<file path="config.mk">
export PLATFORM = sky130hd
export DESIGN_NAME = bit_conditioner
export DESIGN_NICKNAME = d
export VERILOG_FILES = /design/src/rtl/bit_conditioner_pkg.sv /design/src/rtl/bit_conditioner_sync_2ff.sv /design/src/rtl/bit_conditioner.sv
export SDC_FILE = /design/constraint.sdc
export NUM_CORES = 1
export LEC_CHECK = 0
export BUFFER_PORTS_ARGS = -buffer_cell sky130_fd_sc_hd__buf_4
export CAP_MARGIN = 20
export CELL_PAD_IN_SITES_DETAIL_PLACEMENT = 0
export CELL_PAD_IN_SITES_GLOBAL_PLACEMENT = 1
export CORE_AREA = 2 2 39 41
export DETAILED_ROUTE_END_ITERATION = 12
export DIE_AREA = 0 0 41 43
export GPL_TIMING_DRIVEN = 0
export PLACE_DENSITY_LB_ADDON = 0.1
export SYNTH_ARGS = -nofsm -noshare
export SYNTH_HDL_FRONTEND = slang
export SYNTH_SLANG_ARGS = --single-unit
</file>
<file path="constraint.sdc">
create_clock -name clk -period 1.8 [get_ports clk]
set_input_delay 0.09 -clock clk [delete_from_list [all_inputs] [get_ports clk]]
set_output_delay 0.09 -clock clk [all_outputs]
set_load 0.1 [all_outputs]
</file>
<file path="src/rtl/bit_conditioner_pkg.sv">
// Shared definitions for the pin conditioner: debounce state codes, which are also exported on stout.
package bit_conditioner_pkg;
    typedef enum logic [1:0] {
        LO     = 2'b00,
        CHK_HI = 2'b01,
        HI     = 2'b10,
        CHK_LO = 2'b11
    } db_state_e;
endpackage

</file>
<file path="src/rtl/bit_conditioner_sync_2ff.sv">
// Two-flop synchroniser for asynchronous pin inputs; synchronous active-high reset to 0.
module sync_2ff (
    input  logic clk,
    input  logic rst,
    input  logic d,
    output logic q
);
    logic s1;

    always_ff @(posedge clk) begin
        if (rst) begin
            s1 <= 1'b0;
            q  <= 1'b0;
        end else begin
            s1 <= d;
            q  <= s1;
        end
    end
endmodule

</file>
<file path="src/rtl/bit_conditioner.sv">
// Synchronises and debounces a raw pin into a clean level w, with one-cycle rise/fall pulses and a debug state code.
module bit_conditioner
    import bit_conditioner_pkg::*;
#(
    parameter int DB_CYCLES = 16
) (
    input  logic       clk,
    input  logic       rst,
    input  logic       pin,
    output logic       w,
    output logic       w_rise,
    output logic       w_fall,
    output logic [1:0] stout
);
    localparam int CW = $clog2(DB_CYCLES);
    localparam logic [CW-1:0] CNT_MAX = CW'(DB_CYCLES - 1);

    logic          s2;
    db_state_e     state, state_nxt;
    logic [CW-1:0] cnt, cnt_nxt;
    logic          w_nxt, rise_nxt, fall_nxt;

    sync_2ff u_sync (
        .clk (clk),
        .rst (rst),
        .d   (pin),
        .q   (s2)
    );

    always_ff @(posedge clk) begin
        if (rst) begin
            state  <= LO;
            cnt    <= '0;
            w      <= 1'b0;
            w_rise <= 1'b0;
            w_fall <= 1'b0;
        end else begin
            state  <= state_nxt;
            cnt    <= cnt_nxt;
            w      <= w_nxt;
            w_rise <= rise_nxt;
            w_fall <= fall_nxt;
        end
    end

    // Any opposite sample during a check drops back to the stable state; the count restarts from 0 on re-entry.
    always_comb begin
        state_nxt = LO;
        cnt_nxt   = cnt;
        w_nxt     = w;
        rise_nxt  = 1'b0;
        fall_nxt  = 1'b0;
        case (state)
            LO: begin
                if (s2) begin
                    state_nxt = CHK_HI;
                    cnt_nxt   = '0;
                end else begin
                    state_nxt = LO;
                end
            end
            CHK_HI: begin
                if (!s2) begin
                    state_nxt = LO;
                end else if (cnt == CNT_MAX) begin
                    state_nxt = HI;
                    w_nxt     = 1'b1;
                    rise_nxt  = 1'b1;
                end else begin
                    state_nxt = CHK_HI;
                    cnt_nxt   = cnt + 1'b1;
                end
            end
            HI: begin
                if (!s2) begin
                    state_nxt = CHK_LO;
                    cnt_nxt   = '0;
                end else begin
                    state_nxt = HI;
                end
            end
            CHK_LO: begin
                if (s2) begin
                    state_nxt = HI;
                end else if (cnt == CNT_MAX) begin
                    state_nxt = LO;
                    w_nxt     = 1'b0;
                    fall_nxt  = 1'b1;
                end else begin
                    state_nxt = CHK_LO;
                    cnt_nxt   = cnt + 1'b1;
                end
            end
            default: state_nxt = LO;
        endcase
    end

    assign stout = state;
endmodule

</file>
==> qor.txt <==
WP data arrival - 1650 ps
Post-synth top cells - dfxtp_1, a21oi_1, nand2_1, o21ai_0
Largest family of logic cells by synthesized area - simple AND/OR/NAND/NOR gates
Main synth FF type - dfxtp_1
Worst slew pin tran - 411.5 ps
Worst R2R Start - cnt[0]
Worst slew margin - 72.57%
Via/cell ratio - 5.176
Die span in x - 41 microns
Worst-path clk slew - 60 ps
Die area - 1763 sq um
Setup Viol. Count Final - 0
Adder-cell share of the synthesized area - 2.899%
Share of cells above drive strength 1 - 25.86%
Critical path data required time - 1990 ps
Setup TNS - 0 ps
Worst path bufs/invs - 0
Post_cts resized - 0
Startpoint Class - flop
Post-synthesis compound-gate area fraction - 17.39%
Core Area - 1384 sq um
DR iter-0 viols - 5
FP Rows - 14
CTS Buf Count - 3
DR DRC count - 0
Distinct cells, synth - 22
Vias - 383
Avg Cell Area, Syn - 9.384 sq um
Leak - 0.2047 nW
Hold depth - 2
Drt wl/cell - 12.54 microns
RSZ-0062 raised after global routing - no
FMAX - 686.0 MHz
Fillers - 140
Tmin final - 1458 ps
Top cells by area, synth - dfxtp_1, a21oi_1, o21ai_0
Worst path depth - 4
Slowest-stage cell, CP - or4_1
Initial DRT Pass Iterations - 4
Die height - 43 microns
Count of final hold-check violations - 0
Gr ovfl total - 0
Worst-skew pair later-pin latency - 260 ps
YS warnings - 0
Simple-Gate Fraction of Synth Area - 20.87%
XOR/XNOR Fraction of Synth Area - 4.058%
Status - finished, final reports clean
Top-count cell post-synth - dfxtp_1
Mux cell area share after synthesis - 0%
Worst Hold Launch - pin
Syn Std Cell Area - 431.7 sq um
Hold slack - 47.87 ps
Type of the worst min-delay path - in -> reg
Worst clock skew - 5.291 ps
Setup crit start - cnt[0]
Max Slew Vio Count - 0
Final #Nets - 63
Seq/Total Area, Yosys - 51.01%
Number of synthesized flops with an enable pin - 0
TritonCTS clock tree - yes
Final Cycle Share - 80.98%
GRT Util Overall - 12.20%
Largest net degree at the start of global routing - 11
Mapped Nets - 50
RePlAce Congestion - 0.6522
Clk sinks - 11
Post-synth ARST share - 0%
Post-CTS Setup Bufs - 0
Crit Path Max Fanout - 6
Power per standard cell area - 841.0 nW/um^2
Worst Setup End Kind - flop
CTS H-tree lvls - 1
Yosys reg bits - 11
Detailed placement HPWL - 694.7 microns
Peak supply drop - 0.5348 mV
Final ANT Viol Nets - 0
Top-area cell type share of the netlist area - 51.01%
First-pass GRT wire length - 1497 microns
Initial Util - 31.19%
Port buffer count - 7
CP Cell Sequence - ha_1, and4_4, or4_1, a21oi_1
Clock Tree Buf Depth - 2
Gate count after technology mapping - 46
Max stage delay on crit path - 460 ps
Maxcap violations - 0
Family with the most delay on the worst path - simple AND/OR/NAND/NOR gates
Number of cells on the worst reg-to-reg path - 4
Initial antenna violation count - 0
Root buffer cell - clkbuf_4
WS Path Type - reg -> reg
N_diodes - 0
Synthesis-to-layout area growth - 25.80%
Top Ports - 8
Drt total wl - 928 microns
Post-synth top area cell - dfxtp_1
Number of global-route vias before repair - 379
==> cells by family after synthesis <==
kind of cell	Yosys count
AND/OR/NAND/NOR	15
AO/OA/AOI/OAI	13
flip-flops	11
buffers and inverters	4
XOR/XNOR	2
adder cells (fa/ha/maj)	1
==> flip-flops by register name, summed over array words and instances (netlist names) <==
register,cells
cnt,4
stout,2
u_sync.q,1
u_sync.s1,1
w,1
w_fall,1
w_rise,1
==> layer usage <==
| layer | routed length, microns | share of wire, % | vias to the layer above | GRT usage (%) |
|---|---|---|---|---|
| li1 | - | - | 190 | - |
| met1 | 378 | 41 | 179 | 12.70 |
| met2 | 503 | 54 | 10 | 21.88 |
| met3 | 34 | 3.7 | 4 | 1.571 |
| met4 | 11 | 1.2 | 0 | 6.000 |
| met5 | 0 | 0 | - | 0 |
==> cell usage in the layout, fill, tap and decap left out, types with 2 or more instances in the layout <==
cell type,n
nor2b_1,2
a21oi_1,5
nand4_1,2
clkbuf_1,2
a211oi_1,2
nand2_1,4
clkbuf_4,3
dfxtp_1,9
inv_1,2
o21ai_0,4
dfxtp_2,2
buf_4,7
==> per-stage QoR <==
step                cell area (sq um)  setup WS [ps]  util (%)  total power, mW  std cells
finish                          543.0          342.4     39.24           0.4567         74
detailed placement              506.7          359.8     36.62           0.3000         69
global placement                506.7          384.0     36.62           0.2986         69
CTS                             543.0          341.3     39.24           0.4607         74
floorplan                       434.2          346.1         -           0.2886         46
global route                    543.0          257.4     39.24           0.4771         74
==> cell type report <==
class                   instances  area [sq um]  share of cell area, %
plain buffers                   2         8.758                  1.613
clock buffers                   4         26.28                  4.839
inverters                       2         7.507                  1.382
multi-input cells              31         195.2                  35.94
flip-flops and latches         11         222.7                  41.01
well taps                      16         20.02                  3.687
repair buffers                  8         62.56                  11.52
==> power by group <==
group	internal (mW)	leakage, nW	switching, mW
clock	0.0855	0.0150	0.0758
combinational	0.0132	0.0995	0.0311
sequential	0.248	0.0902	0.00278
total	0.347	0.205	0.110
==> worst paths after layout <==
check	endpoint	slack, ps
max	cnt[0]	340
min	u_sync.s1	50
max reg2reg	cnt[0]	340
min reg2reg	u_sync.q	440
==> timing repair <==
action                     in CTS  in global routing
hold endpoints to repair        1                  0
setup endpoints to repair       0                  0
hold buffers                    1                  0
(Power assumes the default switching activity.)
